File: src/rtl/adrctl.sv
// adrctl: four-phase slot address controller arbitrating refresh, video and DMA
// onto one bus address, with per-owner address counters.
`default_nettype none

module adrctl (
  input  logic        c,
  input  logic        xr,
  input  logic        vld,
  input  logic [20:0] vbase,
  input  logic        vreq,
  input  logic        dld,
  input  logic [20:0] dbase,
  input  logic [7:0]  dcnt,
  input  logic        dreq,
  input  logic        refr,
  output logic [20:0] addr,
  output logic        cyc,
  output logic [1:0]  own,
  output logic [20:0] vaddr,
  output logic [20:0] daddr,
  output logic [7:0]  dleft,
  output logic        ddone,
  output logic [7:0]  rcnt
);

  localparam logic [1:0] c_OWN_IDLE = 2'b00;
  localparam logic [1:0] c_OWN_VID  = 2'b01;
  localparam logic [1:0] c_OWN_DMA  = 2'b10;
  localparam logic [1:0] c_OWN_REF  = 2'b11;

  logic [1:0]  r_phase;
  logic [1:0]  r_own;
  logic        r_cyc;
  logic [20:0] r_addr;
  logic [20:0] r_vaddr;
  logic [20:0] r_daddr;
  logic [7:0]  r_dleft;
  logic        r_ddone;
  logic [7:0]  r_rcnt;
  logic        r_rpend;

  logic        w_slot_end;
  logic        w_vinc;
  logic        w_dstep;
  logic        w_rinc;
  logic [20:0] w_vaddr_nxt;
  logic [20:0] w_daddr_nxt;
  logic [7:0]  w_dleft_nxt;
  logic [7:0]  w_rcnt_nxt;
  logic        w_ddone_nxt;
  logic [1:0]  w_own_nxt;
  logic [20:0] w_addr_nxt;

  assign w_slot_end = (r_phase == 2'd3);
  assign w_vinc     = w_slot_end && (r_own == c_OWN_VID);
  assign w_dstep    = w_slot_end && (r_own == c_OWN_DMA);
  assign w_rinc     = w_slot_end && (r_own == c_OWN_REF);

  // Arbitration looks at the post-edge counter values so a back-to-back slot
  // of the same owner already sees the advanced address / remaining count.
  assign w_vaddr_nxt = vld ? vbase : (w_vinc ? r_vaddr + 21'd1 : r_vaddr);
  assign w_daddr_nxt = dld ? dbase : (w_dstep ? r_daddr + 21'd1 : r_daddr);
  assign w_dleft_nxt = dld ? dcnt
                     : ((w_dstep && (r_dleft != 8'd0)) ? r_dleft - 8'd1 : r_dleft);
  assign w_rcnt_nxt  = w_rinc ? r_rcnt + 8'd1 : r_rcnt;
  assign w_ddone_nxt = !dld && w_dstep && (r_dleft == 8'd1);

  always_comb begin
    w_own_nxt  = c_OWN_IDLE;
    w_addr_nxt = 21'd0;
    if (r_rpend || refr) begin
      w_own_nxt  = c_OWN_REF;
      w_addr_nxt = {13'd0, w_rcnt_nxt};
    end else if (vreq) begin
      w_own_nxt  = c_OWN_VID;
      w_addr_nxt = w_vaddr_nxt;
    end else if (dreq && (w_dleft_nxt != 8'd0)) begin
      w_own_nxt  = c_OWN_DMA;
      w_addr_nxt = w_daddr_nxt;
    end
  end

  always_ff @(posedge c or negedge xr) begin
    if (!xr) begin
      r_phase <= 2'd0;
      r_own   <= c_OWN_IDLE;
      r_cyc   <= 1'b0;
      r_addr  <= 21'd0;
      r_vaddr <= 21'd0;
      r_daddr <= 21'd0;
      r_dleft <= 8'd0;
      r_ddone <= 1'b0;
      r_rcnt  <= 8'd0;
      r_rpend <= 1'b0;
    end else begin
      r_phase <= r_phase + 2'd1;
      r_vaddr <= w_vaddr_nxt;
      r_daddr <= w_daddr_nxt;
      r_dleft <= w_dleft_nxt;
      r_rcnt  <= w_rcnt_nxt;
      r_ddone <= w_ddone_nxt;
      // A refr arriving on the granting edge is served by that grant.
      if (w_slot_end && (w_own_nxt == c_OWN_REF)) begin
        r_rpend <= 1'b0;
      end else begin
        r_rpend <= r_rpend | refr;
      end
      if (w_slot_end) begin
        r_own  <= w_own_nxt;
        r_addr <= w_addr_nxt;
        r_cyc  <= (w_own_nxt != c_OWN_IDLE);
      end
    end
  end

  assign addr  = r_addr;
  assign cyc   = r_cyc;
  assign own   = r_own;
  assign vaddr = r_vaddr;
  assign daddr = r_daddr;
  assign dleft = r_dleft;
  assign ddone = r_ddone;
  assign rcnt  = r_rcnt;

endmodule

`default_nettype wire

File: config.mk
export PLATFORM = sky130hd
export DESIGN_NAME = adrctl
export DESIGN_NICKNAME = d
export VERILOG_FILES = /design/src/rtl/adrctl.sv
export SDC_FILE = /design/constraint.sdc
export NUM_CORES = 1
export LEC_CHECK = 0
export ABC_AREA = 1
export CORE_MARGIN = 2
export CORE_UTILIZATION = 50
export DETAILED_ROUTE_END_ITERATION = 16
export HOLD_SLACK_MARGIN = 0.1
export PLACE_DENSITY = 0.83
export SYNTH_ARGS = -nofsm -noshare
export SYNTH_HDL_FRONTEND = slang
export SYNTH_SLANG_ARGS = --single-unit
export TNS_END_PERCENT = 10
File: constraint.sdc
create_clock -name c -period 6 [get_ports c]
set_input_delay 0.9 -clock c [delete_from_list [all_inputs] [get_ports c]]
set_output_delay 0.9 -clock c [all_outputs]
set_load 0.02 [all_outputs]
==> load_flow_metrics.sql <==
INSERT INTO impl_metrics (metric_group, metric, value, unit) VALUES
('power_and_ir_drop', 'power.combinational.fraction', '29.2', '%'),
('global_route', 'gr-usage-met1', '31.7', '%'),
('final_layout', 'final_area', '6830', 'sq um'),
('timing', 'max_slew_margin', '37.5', '%'),
('power_and_ir_drop', 'pwr_density_cell', '232', 'nW/um^2'),
('setup_path', 'timing.critical_path.required', '6.21', 'ns'),
('place', 'dp_hpwl', '10.7', 'mm'),
('global_route', 'global_route.peak_usage_layer', 'met2', ''),
('cts', 'ctsRootBufferMaster', 'clkbuf_8', ''),
('setup_path', 'worst_path_largest_cell_delay', '0.82', 'ns'),
('logic_synthesis', 'netlist_top_cells_area', 'dfrtp_1, nand2_1, inv_1', ''),
('flow_run', 'cap_violations', '0', ''),
('timing', 'max_clk_rate', '287', 'MHz'),
('global_route', 'first_pass_grt_wire_length', '23.3', 'mm'),
('floorplan', 'rows', '37', ''),
('setup_path', 'setup.worst_path.end_class', 'register', ''),
('hold_path', 'worst_hold_path_type', 'register to register', ''),
('logic_synthesis', 'synth.lib_cells_used.distinct', '37', ''),
('setup_path', 'path_class', 'primary input to register', ''),
('floorplan', 'die_y', '106', 'um'),
('drt', 'detailroute.via_count', '5132', ''),
('cts', 'post-cts-setup-buffers', '0', ''),
('setup_path', 'timing.critical_path.buf_inv', '2', ''),
('cts', 'cts_hold_repair.buffers', '0', ''),
('logic_synthesis', 'synth_seq_area_share', '41.6', '%'),
('power_and_ir_drop', 'cell_internal_pwr', '1.06', 'mW'),
('global_route', 'groute.layer.met3.usage', '2.60', '%'),
('cts', 'cts_tree', 'built', ''),
('drt', 'detail_route.wirelength', '14.2', 'mm'),
('drt', 'routed_via_density', '5.21', ''),
('global_route', 'grt_use_met2', '45.9', '%'),
('setup_path', 'cp_cell_sequence', 'clkdlybuf4s50_1, inv_1, or2_2, nand2_1, nand2_1, nor2_1, nand3_2, nand2_1, nand2_1, nand2_1, o21ai_0', ''),
('global_route', 'number_of_antenna_violations_at_the_first_check_in_global_routing', '0', ''),
('cts', 'cts.clk_slew.worst_paths', '0.08', 'ns'),
('setup_path', 'start_kind', 'primary input', ''),
('timing', 'timing.clock.skew', '0.00818', 'ns'),
('global_route', 'gr-usage-all-layers', '25.8', '%'),
('final_layout', 'layout_overhead_on_the_synthesized_area', '32.1', '%'),
('power_and_ir_drop', 'pwr-share-seq', '45.6', '%'),
('logic_synthesis', 'syn-instance-count', '713', ''),
('final_layout', 'total_area_of_multi_input_combinational_cells', '2560', 'sq um'),
('cts', 'h-tree-depth', '3', ''),
('drt', 'drt-wirelength-per-cell', '14.4', 'um'),
('global_route', 'grt_overflow', '0', ''),
('cts', 'cts_resized', '0', ''),
('floorplan', 'floorplan.die_area', '11200', 'sq um'),
('logic_synthesis', 'ys_ff_latch', '86', ''),
('logic_synthesis', 'netlist_area_before_placement', '5170', 'sq um'),
('place', 'portBuffers', '139', ''),
('final_layout', 'total_nets_final', '908', ''),
('timing', 'timing.final.crit_share', '58.0', '%'),
('status', 'outcome', 'completed', ''),
('drt', 'detail_route.drc_violations', '0', ''),
('final_layout', 'final-seq-area', '2150', 'sq um'),
('floorplan', 'io-pin-count', '140', ''),
('timing', 'finalSetupViolCount', '0', ''),
('power_and_ir_drop', 'p_total', '1.58', 'mW'),
('timing', 'timing_hold_violations_final', '0', ''),
('final_layout', 'nFillCells', '872', ''),
('power_and_ir_drop', 'p_sw', '0.525', 'mW'),
('cts', 'cts_inserted_buffers', '9', ''),
('power_and_ir_drop', 'switching_share', '33.1', '%'),
('setup_path', 'cp_common_cell', 'nand2_1', ''),
('logic_synthesis', 'avgSynthCellArea', '7.25', 'sq um'),
('setup_path', 'cpMaxStageDelayCell', 'clkdlybuf4s50_1', ''),
('power_and_ir_drop', 'power.static_leakage', '3.33', 'nW'),
('setup_path', 'worstPathArrival', '3.69', 'ns'),
('power_and_ir_drop', 'vdd.ir_drop.worst', '193', 'uV'),
('timing', 'worst_slew_pin_slew', '0.937', 'ns'),
('logic_synthesis', 'yosysWarningCount', '0', ''),
('cts', 'clock_sink_count', '86', '');
## cells in the final DEF (no fill, tap or decap), types with 5 or more instances in the layout
master	synthesis	layout
ha_1	6	6
o21ai_1	6	6
or2_2	7	7
xor2_1	13	13
nor2_2	4	5
nand3_2	25	25
inv_1	81	81
clkinv_1	5	5
o21ai_0	44	44
dfrtp_1	86	86
nor2_1	51	50
inv_2	6	6
a21oi_1	16	16
nand4_1	7	7
nand3_1	49	49
nand2_1	240	240
or2_0	5	5
clkdlybuf4s50_1	0	138
clkbuf_8	0	10
xnor2_1	7	7
nor3_1	9	9
## registers in the layout, indices dropped and copies added, names as in the netlist
signal,cells
r_phase,2
r_rpend,1
daddr,21
addr,21
dleft,8
rcnt,8
ddone,1
own,2
vaddr,21
cyc,1
## final timing paths
kind	from	depth (start not counted)	slack, ns	end
worst min register to register	r_phase[0]$_DFF_PN0_	1	0.43	r_phase[0]$_DFF_PN0_
worst min-delay path	r_phase[0]$_DFF_PN0_	1	0.43	r_phase[0]$_DFF_PN0_
min in group asynchronous	xr	1	0.52	ddone$_DFF_PN0_
worst max-delay path	dld	11	2.52	own[1]$_DFFE_PN0N_
worst max register to register	r_phase[0]$_DFF_PN0_	14	2.93	own[1]$_DFFE_PN0N_
max in group asynchronous	xr	2	4.49	vaddr[1]$_DFF_PN0_
## layer usage
metal | routed length, um | vias to the layer above
met4 | 388 | 0
met2 | 7200 | 178
met5 | 0 | -
li1 | - | 2508
met1 | 5950 | 2411
met3 | 654 | 35
## synthesized netlist by cell type, drive strengths merged
master,number
a21oi,17
a31oi,2
and2,1
buf,13
clkbuf,8
clkinv,5
dfrtp,86
ha,6
inv,87
nand2,245
nand3,74
nand3b,4
nand4,7
nor2,57
nor3,10
nor3b,2
o211ai,1
o21ai,51
o21bai,4
o31ai,1
or2,12
xnor2,7
xor2,13
## power by group through the flow
stage / combinational (mW) / clock, mW / sequential (mW)
6_report: 0.462 / 0.400 / 0.721
5_1_grt: 0.501 / 0.423 / 0.731
3_3_place_gp: 0.451 / 0 / 0.728
4_1_cts: 0.464 / 0.404 / 0.720
3_5_place_dp: 0.461 / 0 / 0.728
2_1_floorplan: 0.157 / 0 / 0.793
## final cells by class
type | count | area share, %
clock buffers | 14 | 2.24
clock inverters | 1 | 0.440
inverters | 92 | 5.06
multi-input cells | 514 | 37.6
flip-flops and latches | 86 | 31.5
well taps | 136 | 2.49
repair buffers | 142 | 20.7
## kinds of logic after synthesis
logic type	count (synthesis)	synth area share, %
AOI/OAI and AO/OA	76	7.85
DFF	86	41.6
buffers and inverters	113	8.79
adders and majority gates	6	1.45
and+or+nand+nor	412	36.9
xor gates and xnor gates	20	3.39
## stage by stage
step | worst slack (ns) | cells | util [%] | hold slack [ns]
3_5_place_dp | 2.17 | 970 | 65.2 | 0.422
4_1_cts | 2.57 | 985 | 67.0 | 0.433
2_1_floorplan | 3.93 | 713 | - | 0.401
3_3_place_gp | 2.33 | 970 | 65.2 | 0.413
5_1_grt | 2.28 | 985 | 67.0 | 0.457
6_report | 2.52 | 985 | 67.0 | 0.427
Note: power is estimated with default switching activity, not from simulation.
==> RTL edit, RTL diff (same settings) <==
`r_vaddr` no longer has a reset.
--- a/src/rtl/adrctl.sv
+++ b/src/rtl/adrctl.sv
@@ -86,7 +86,6 @@
       r_own   <= c_OWN_IDLE;
       r_cyc   <= 1'b0;
       r_addr  <= 21'd0;
-      r_vaddr <= 21'd0;
       r_daddr <= 21'd0;
       r_dleft <= 8'd0;
       r_ddone <= 1'b0;
@@ -94,7 +93,6 @@
       r_rpend <= 1'b0;
     end else begin
       r_phase <= r_phase + 2'd1;
-      r_vaddr <= w_vaddr_nxt;
       r_daddr <= w_daddr_nxt;
       r_dleft <= w_dleft_nxt;
       r_rcnt  <= w_rcnt_nxt;
@@ -113,6 +111,10 @@
     end
   end
 
+  always_ff @(posedge c) begin
+    r_vaddr <= w_vaddr_nxt;
+  end
+
   assign addr  = r_addr;
   assign cyc   = r_cyc;
   assign own   = r_own;
Function: changed (a bounded check fails within 4 cycles, from zero or initial values; the reset may be asserted at any time).
==> RTL edit against the original RTL <==
- area after synthesis decreased by 2.0%
- cell area decreased by 1.7%
- sequential cell count unchanged
- die area decreased by 2.0%
- combinational power decreased by 1%
- wire length decreased by 1.5%
- maximum frequency decreased by 14%
- setup slack got worse by 0.56 ns
- critical path depth unchanged
- power decreased by 1.1%
- via count decreased by 1.4%
- critical endpoint unchanged
- largest cell class unchanged
==> RTL edit: results (changes against the original RTL) <==
| Metric | Value |
|---|---|
| Post-DP HPWL | 10480 um (was 10730 um) |
| Worst EP arrival | 4.25 ns (was 3.69 ns) |
| Hold_ws | 0.4340 ns (was 0.4269 ns) |
| CP top delay family | simple AND/OR/NAND/NOR gates (unchanged) |
| Tcrit/Tclk final | 0.6737 (was 0.5802) |
| Antenna Cells | 0 (unchanged) |
| First-pass iteration count of the detailed router | 5 (was 7) |
| First-pass GRT wire length | 23040 um (was 23250 um) |
| Layout cells sized above 1 | 0.08245 (was 0.08009) |
| Worst-margin pin slew | 1.184 ns (was 0.9369 ns) |
| CTS resizes | 0 (unchanged) |
| DRT iter0 DRCs | 256 (was 286) |
| Setup slack, reg-to-reg | 2.94 ns (was 2.93 ns) |
| CP max stage delay | 0.84 ns (was 0.82 ns) |
| IO Port Bufs | 139 (unchanged) |
| Combinational power share | 0.292 (about the same) |
| R2r startpoint | r_phase[0] (unchanged) |
| Latest clock arrival within the worst-skew pair | approximately 0.34 ns |
| Routed WL per cell | 14.23 um (was 14.40 um) |
| Setup Fix Bufs, Post-CTS | 0 (unchanged) |
| Layout Skew | 0.01032 ns (was 0.008184 ns) |
| Largest net degree at the start of global routing | 66 (was 48) |
| Synth Flop Type | dfrtp_1 (unchanged) |
| # H-tree levels | 3 (unchanged) |
| Cell Int Power | 1.031 mW (was 1.058 mW) |
| GP Congestion | 0.9159 (was 0.9082) |
| Async set-or-reset flop fraction in the synthesized netlist | 0.7558 (was 1.000) |
| Initial antenna violation count | 0 (unchanged) |
| Crit. Startpoint | dld (unchanged) |
| Fill cells | 881 (was 872) |
| Largest cells by area after synthesis | dfrtp_1 32%, nand2_1 18%, dfxtp_1 8.3%, inv_1 6.0%, nand3_2 4.9% (was dfrtp_1 42%, nand2_1 17%, inv_1 5.9%, nand3_2 4.8%, nand3_1 4.7%) |
| Clk root buf | clkbuf_8 (unchanged) |
| Overall Global Routing Usage | 0.2558 (was 0.2580) |
| Synth cell types | 38 (was 37) |
| Register area share after synthesis | 0.4043 (was 0.4165) |
| Nets | 907 (was 908) |
| Hold_sp | r_phase[0] (unchanged) |
| Synth Net Count | 776 (unchanged) |
| Yosys warnings | 0 (unchanged) |
| Post-DP Area | 6524 sq um (was 6643 sq um) |
| Leak | 3.265 nW (was 3.329 nW) |
| CTS max path bufs | 2 (unchanged) |
| Slowest CP cell | clkdlybuf4s50_1 (unchanged) |
| Most instantiated cells after synthesis | 240 x nand2_1, 81 x inv_1, 65 x dfrtp_1, 51 x nor2_1, 49 x nand3_1 (was 240 x nand2_1, 86 x dfrtp_1, 81 x inv_1, 51 x nor2_1, 49 x nand3_1) |
| Total number of vias | 5061 (was 5132) |
| Worst VDD drop | 0.2014 mV (was 0.1934 mV) |
| Clock group total power | 0.390 mW (was 0.400 mW) |
| Hold Crit Class | reg -> reg (unchanged) |
| Worst-path clk slew | 0.09 ns |
| Outcome | complete, no violations (unchanged) |
| CTS Buf Count | 9 (unchanged) |
| CP max FO | 44 (was 22) |
| Vias in the first global route | 4821 (was 5054) |
[RTL edit: changes by cell type after synthesis, sizes merged]
cell | unedited run | this run
dfxtp | 0 | 21
dfrtp | 86 | 65
[RTL edit: layer usage]
layer  part of all wire  up-vias  GRT usage
met5                  0        -          0
met4              0.014        0    0.06286
met3              0.071       21    0.06176
met2               0.47      178     0.4183
met1               0.44     2362     0.3433
li1                   -     2500          -
[RTL edit: worst paths after layout]
path                            depth (start not counted)         end
worst max-delay path                                   11      own[1]
worst min register to register                          1  r_phase[0]
worst max register to register                         14      own[1]
min in group asynchronous                               2     rcnt[1]
worst min-delay path                                    1  r_phase[0]
max in group asynchronous                               2    dleft[2]
[RTL edit: layout make-up]
type / instances / area [sq um] / area share
multi-input combinational: 514 / 2564 / 0.3823
sequential: 86 / 2047 / 0.3052
timing repair buffer: 141 / 1401 / 0.2090
inverter: 92 / 345.3 / 0.05149
tap: 133 / 166.4 / 0.02481
clock buffer: 12 / 156.4 / 0.02332
clock inverter: 4 / 26.28 / 0.003918
[RTL edit: cells by family (layout without fill, tap and decap cells)]
family / count (synthesis) / in the layout / share of synthesized area
simple gates: 412 / 412 / 0.3764
buf+inv: 113 / 249 / 0.08972
flops: 86 / 86 / 0.4043
compound gates: 76 / 76 / 0.08008
xor+xnor: 20 / 20 / 0.03460
fa+ha+maj: 6 / 6 / 0.01483
[RTL edit: metrics by stage]
| stage | instances | power [mW] | setup slack, ns | util |
|---|---|---|---|---|
| floorplan | 713 | 0.9492 | 3.928 | - |
| global placement | 966 | 1.171 | 1.743 | 0.6644 |
| detailed placement | 966 | 1.181 | 1.610 | 0.6644 |
| CTS | 982 | 1.572 | 1.983 | 0.6830 |
| global route | 982 | 1.645 | 1.706 | 0.6830 |
| finish | 982 | 1.565 | 1.958 | 0.6830 |
